$ cat src/rtl/moore_step_arbiter.sv
// Round-robin arbiter that time-shares one Moore step engine among NREQ requesters.
// A prescaler sets the step rate, and a shadow copy of the engine state drives eng_y.
module moore_step_arbiter #(
  parameter int NREQ  = 4,
  parameter int DIV_W = 8
) (
  input  logic             clock,
  input  logic             reset,
  input  logic [DIV_W-1:0] div,
  input  logic [NREQ-1:0]  req,
  input  logic [NREQ-1:0]  req_a,
  output logic [NREQ-1:0]  gnt,
  output logic             eng_enable,
  output logic             eng_a,
  output logic             eng_y
);

  localparam int PTR_W = (NREQ > 1) ? $clog2(NREQ) : 1;

  typedef enum logic [1:0] {
    S0    = 2'd0,
    S1    = 2'd1,
    S2    = 2'd2,
    S_BAD = 2'd3
  } state_t;

  logic [DIV_W-1:0] cnt_r;
  logic [PTR_W-1:0] ptr_r;
  state_t           state_r;
  state_t           state_s;
  logic             tick_s;
  logic             win_found_s;
  logic [PTR_W-1:0] win_idx_s;
  logic [PTR_W-1:0] ptr_next_s;
  logic [NREQ-1:0]  win_onehot_s;

  function automatic logic [PTR_W-1:0] rr_index(input logic [PTR_W-1:0] base, input int offset);
    int sum;
    sum = int'(base) + offset;
    return PTR_W'(sum % NREQ);
  endfunction

  assign tick_s = (cnt_r == {DIV_W{1'b0}});

  // Round-robin winner search starting at ptr, plus the pointer value just past the winner.
  always_comb begin
    win_found_s  = 1'b0;
    win_idx_s    = {PTR_W{1'b0}};
    ptr_next_s   = ptr_r;
    win_onehot_s = {NREQ{1'b0}};
    for (int i = 0; i < NREQ; i++) begin
      if (!win_found_s && req[rr_index(ptr_r, i)]) begin
        win_found_s = 1'b1;
        win_idx_s   = rr_index(ptr_r, i);
      end else begin
        win_found_s = win_found_s;
      end
    end
    if (win_idx_s == PTR_W'(NREQ - 1)) begin
      ptr_next_s = {PTR_W{1'b0}};
    end else begin
      ptr_next_s = win_idx_s + PTR_W'(1);
    end
    if (win_found_s) begin
      win_onehot_s = NREQ'(1) << win_idx_s;
    end else begin
      win_onehot_s = {NREQ{1'b0}};
    end
  end

  // Prescaler, pointer and registered grant/engine outputs; div is only sampled at reload.
  always_ff @(posedge clock) begin
    if (reset) begin
      cnt_r      <= {DIV_W{1'b0}};
      ptr_r      <= {PTR_W{1'b0}};
      gnt        <= {NREQ{1'b0}};
      eng_enable <= 1'b0;
      eng_a      <= 1'b0;
    end else begin
      if (tick_s) begin
        cnt_r <= div;
      end else begin
        cnt_r <= cnt_r - DIV_W'(1);
      end
      if (tick_s && win_found_s) begin
        gnt        <= win_onehot_s;
        eng_enable <= 1'b1;
        eng_a      <= req_a[win_idx_s];
        ptr_r      <= ptr_next_s;
      end else begin
        gnt        <= {NREQ{1'b0}};
        eng_enable <= 1'b0;
        eng_a      <= 1'b0;
      end
    end
  end

  // Shadow state register.
  always_ff @(posedge clock) begin
    if (reset) begin
      state_r <= S0;
    end else begin
      state_r <= state_s;
    end
  end

  // Shadow next state: advance only on an enabled step with a=1; the unused code recovers to S0.
  always_comb begin
    state_s = state_r;
    case (state_r)
      S0: begin
        if (eng_enable && eng_a) begin
          state_s = S1;
        end else begin
          state_s = S0;
        end
      end
      S1: begin
        if (eng_enable && eng_a) begin
          state_s = S2;
        end else begin
          state_s = S1;
        end
      end
      S2: begin
        if (eng_enable && eng_a) begin
          state_s = S0;
        end else begin
          state_s = S2;
        end
      end
      default: state_s = S0;
    endcase
  end

  assign eng_y = (state_r == S1) || (state_r == S2);

endmodule

$ cat config.mk
export PLATFORM = sky130hd
export DESIGN_NAME = moore_step_arbiter
export DESIGN_NICKNAME = d
export VERILOG_FILES = /design/src/rtl/moore_step_arbiter.sv
export SDC_FILE = /design/constraint.sdc
export NUM_CORES = 1
export LEC_CHECK = 0
export CAP_MARGIN = 10
export CELL_PAD_IN_SITES_DETAIL_PLACEMENT = 0
export CELL_PAD_IN_SITES_GLOBAL_PLACEMENT = 1
export CORE_MARGIN = 2
export CORE_UTILIZATION = 37
export DETAILED_ROUTE_END_ITERATION = 16
export HOLD_SLACK_MARGIN = 0.05
export PLACE_DENSITY = 0.84
export SLEW_MARGIN = 10
export SYNTH_ARGS = -nofsm -noshare
export SYNTH_HDL_FRONTEND = slang
export SYNTH_SLANG_ARGS = --single-unit
$ cat constraint.sdc
create_clock -name clock -period 2.61 [get_ports clock]
set_clock_uncertainty 0.1 [all_clocks]
set_input_delay 0.522 -clock clock [delete_from_list [all_inputs] [get_ports clock]]
set_output_delay 0.522 -clock clock [all_outputs]
set_load 0.005 [all_outputs]
==> metrics <==
status finished, final reports clean; WS Path Type reg2out; Fin Setup TNS 0 ns; delay-heaviest family, CP buffers and inverters; first-pass GRT wire length 3.118 mm; die area 0.002940 mm^2; Comb power frac 48.0%; Setup Viol. Count Final 0; Routed Wire Length 1.797 mm; arrival time at the worst endpoint 1.51 ns; CTS buffer count 3; DP Cell Count 154; max cap viols 0; HPWL Detailed 1.410 mm; CP max-delay cell clkdlybuf4s50_1; final std cells w/o fill 158; # rows 18; fraction of final layout cells sized beyond drive strength 1 10.16%; Max clock buf depth 2; fin crit share 81.61%; fin crit period 2.130 ns; Die W 54.23 um; r2r worst-path depth 5; IO buf count 24; Die Y 54.23 um; clk root buf clkbuf_4; postcts setup bufs 0; Detail Route Antenna Nets 0; Initial Util 38.37%; syn_area_per_cell 9.334 um^2; Final Wtd Congestion 0.6822; first drt pass iteration count 4; Setup crit start kind register; yosys warns 0; cts repair resizes 0; Leakage 0.5080 nW; met3 global-route usage 3.825%; global route hottest layer met2; Pwr Density 925.0 mW/mm^2; Yosys reg bits 18; Netlist cell types 35; initial antenna violation count 0; Vias 789; CTS tree done; total global-route track usage 14.90%; Wirelength per Cell 11.37 um; CTS Sinks 18; HP Class reg2reg; Max IR drop VDD 0.5359 mV; grt total ovfl 0; Switch Pwr 0.4277 mW; kind of end point of the critical path output port; htree depth 1; Critical Path Max Stage Delay 0.49 ns; synthesized area 933.4 um^2; crit-path cells inv_1 -> ha_1 -> clkdlybuf4s50_1; most common cell after layout, fill and taps aside clkdlybuf4s50_1; RSZ-0062 raised after global routing false; Worst R2R Setup Slack 0.74 ns; Worst Hold Depth 1; WP depth 3; clock-pin transition on the worst setup and hold timing paths 0.10 ns; vias per inst 4.994; slew margin rel. 61.78%; Clk pwr share 14.8%; Hold Buf Count CTS 0; vias in the first global route 758; GR Util met1 17.06%; core area 0.002432 mm^2; initial drt markers 6; fmax 469.5 MHz; DRC Markers 0; sw frac 36.88%; diodes inserted 0; sequential-to-total area share from yosys stat 38.61%; later-pin clock latency in the skew report 0.29 ns; most frequent cells in the layout clkdlybuf4s50_1, dfxtp_1, nor2_1, a211oi_1; internal power 0.7320 mW; Final Max Slew Viols 0; Syn-to-layout area delta 34.32%; required time worst endpoint 1.99 ns; Final Hold Violating Endpoints 0; sequential share of power 37.2%; Slew @ Worst Pin 0.5733 ns; met2 GRT Util 26.10%; CP max FO 3; Gate Count Post-Synth 100; largest net degree at the start of global routing 14; Syn Nets 124; I/O pin cnt 25; fin nets 153; worst path bufs/invs 2
-- stage by stage --
stage	setup slack, ns	instance area (um^2)	util [%]	hold slack, ns	power [mW]
final	0.4801	1254	51.54	0.3670	1.160
after CTS	0.4673	1254	51.54	0.3728	1.178
after global routing	0.3901	1254	51.54	0.4143	1.280
after floorplan	0.8792	933.4	-	0.3274	0.8637
after detailed placement	0.2381	1217	50.05	0.3581	1.001
after global placement	0.3172	1217	50.05	0.3485	0.9839
-- worst reg2reg max path, delay by kind of cell, from the launching register on --
family           cells  cell delay, ns
AND/OR/NAND/NOR      4            1.19
AO/OA/AOI/OAI        1            0.17
flip-flops           1            0.36
-- per-layer routing --
metal  part of all wire [%]  up-vias
met2                     48       23
met4                    1.1        0
met5                      0        -
li1                       -      412
met3                    6.8        4
met1                     44      350
-- cell usage after synthesis, drive strengths merged --
cell type | n | area, um^2
or4 | 1 | 11.26
a221oi | 1 | 8.760
o211ai | 1 | 12.51
a211o | 1 | 8.760
inv | 6 | 22.52
nand2b | 3 | 28.78
nand2 | 2 | 7.510
and2b | 1 | 7.510
mux2 | 1 | 11.26
or2b | 1 | 7.510
mux2i | 3 | 30.03
o32a | 1 | 10.01
nor4 | 2 | 12.51
nor2 | 14 | 52.55
or3 | 1 | 6.260
a311oi | 1 | 8.760
nand4 | 2 | 12.51
clkbuf | 1 | 3.750
a21oi | 5 | 25.02
o21a | 1 | 7.510
ha | 6 | 75.07
nor3b | 1 | 18.77
dfxtp | 18 | 360.4
a21o | 1 | 7.510
xnor2 | 3 | 26.28
and3 | 2 | 12.51
buf | 1 | 5.000
nor2b | 4 | 25.02
xor2 | 1 | 8.760
nor3 | 5 | 36.29
a211oi | 7 | 52.55
o21ai | 2 | 10.01
-- power by group through the flow --
stage | registers [mW] | clock network (mW) | logic [mW]
final | 0.432 | 0.171 | 0.557
after floorplan | 0.424 | 0 | 0.440
after CTS | 0.432 | 0.178 | 0.568
after detailed placement | 0.437 | 0 | 0.564
after global routing | 0.447 | 0.193 | 0.640
after global placement | 0.435 | 0 | 0.549
-- cell type report --
cell class	instances	area, um^2
Clock buffer	4	36.28
Fill cell	245	1179
Inverter	6	22.52
Multi-Input combinational cell	74	541.8
Sequential cell	18	360.3
Tap cell	30	37.54
Timing Repair Buffer	26	255.2
-- kinds of logic (layout without fill, tap and decap cells) --
group           after synthesis  count (layout)  synth area share, %
compound gates               21              21                16.22
xor+xnor                      4               4                3.754
flops                        18              18                38.61
buf+inv                       8              36                3.350
mux                           4               4                4.424
fa+ha+maj                     6               6                8.043
simple gates                 39              39                25.60
-- flip-flops by register name (all words and copies together), names as in the netlist --
name        flops
state_r         2
eng_enable      1
gnt             4
ptr_r           2
eng_a           1
cnt_r           8
-- final timing paths --
kind / from / to
worst min-delay path: cnt_r[0] / cnt_r[0]
worst min register to register: cnt_r[0] / cnt_r[0]
worst max register to register: cnt_r[3] / eng_a
worst max-delay path: state_r[0] / eng_y
(Power assumes the default switching activity.)
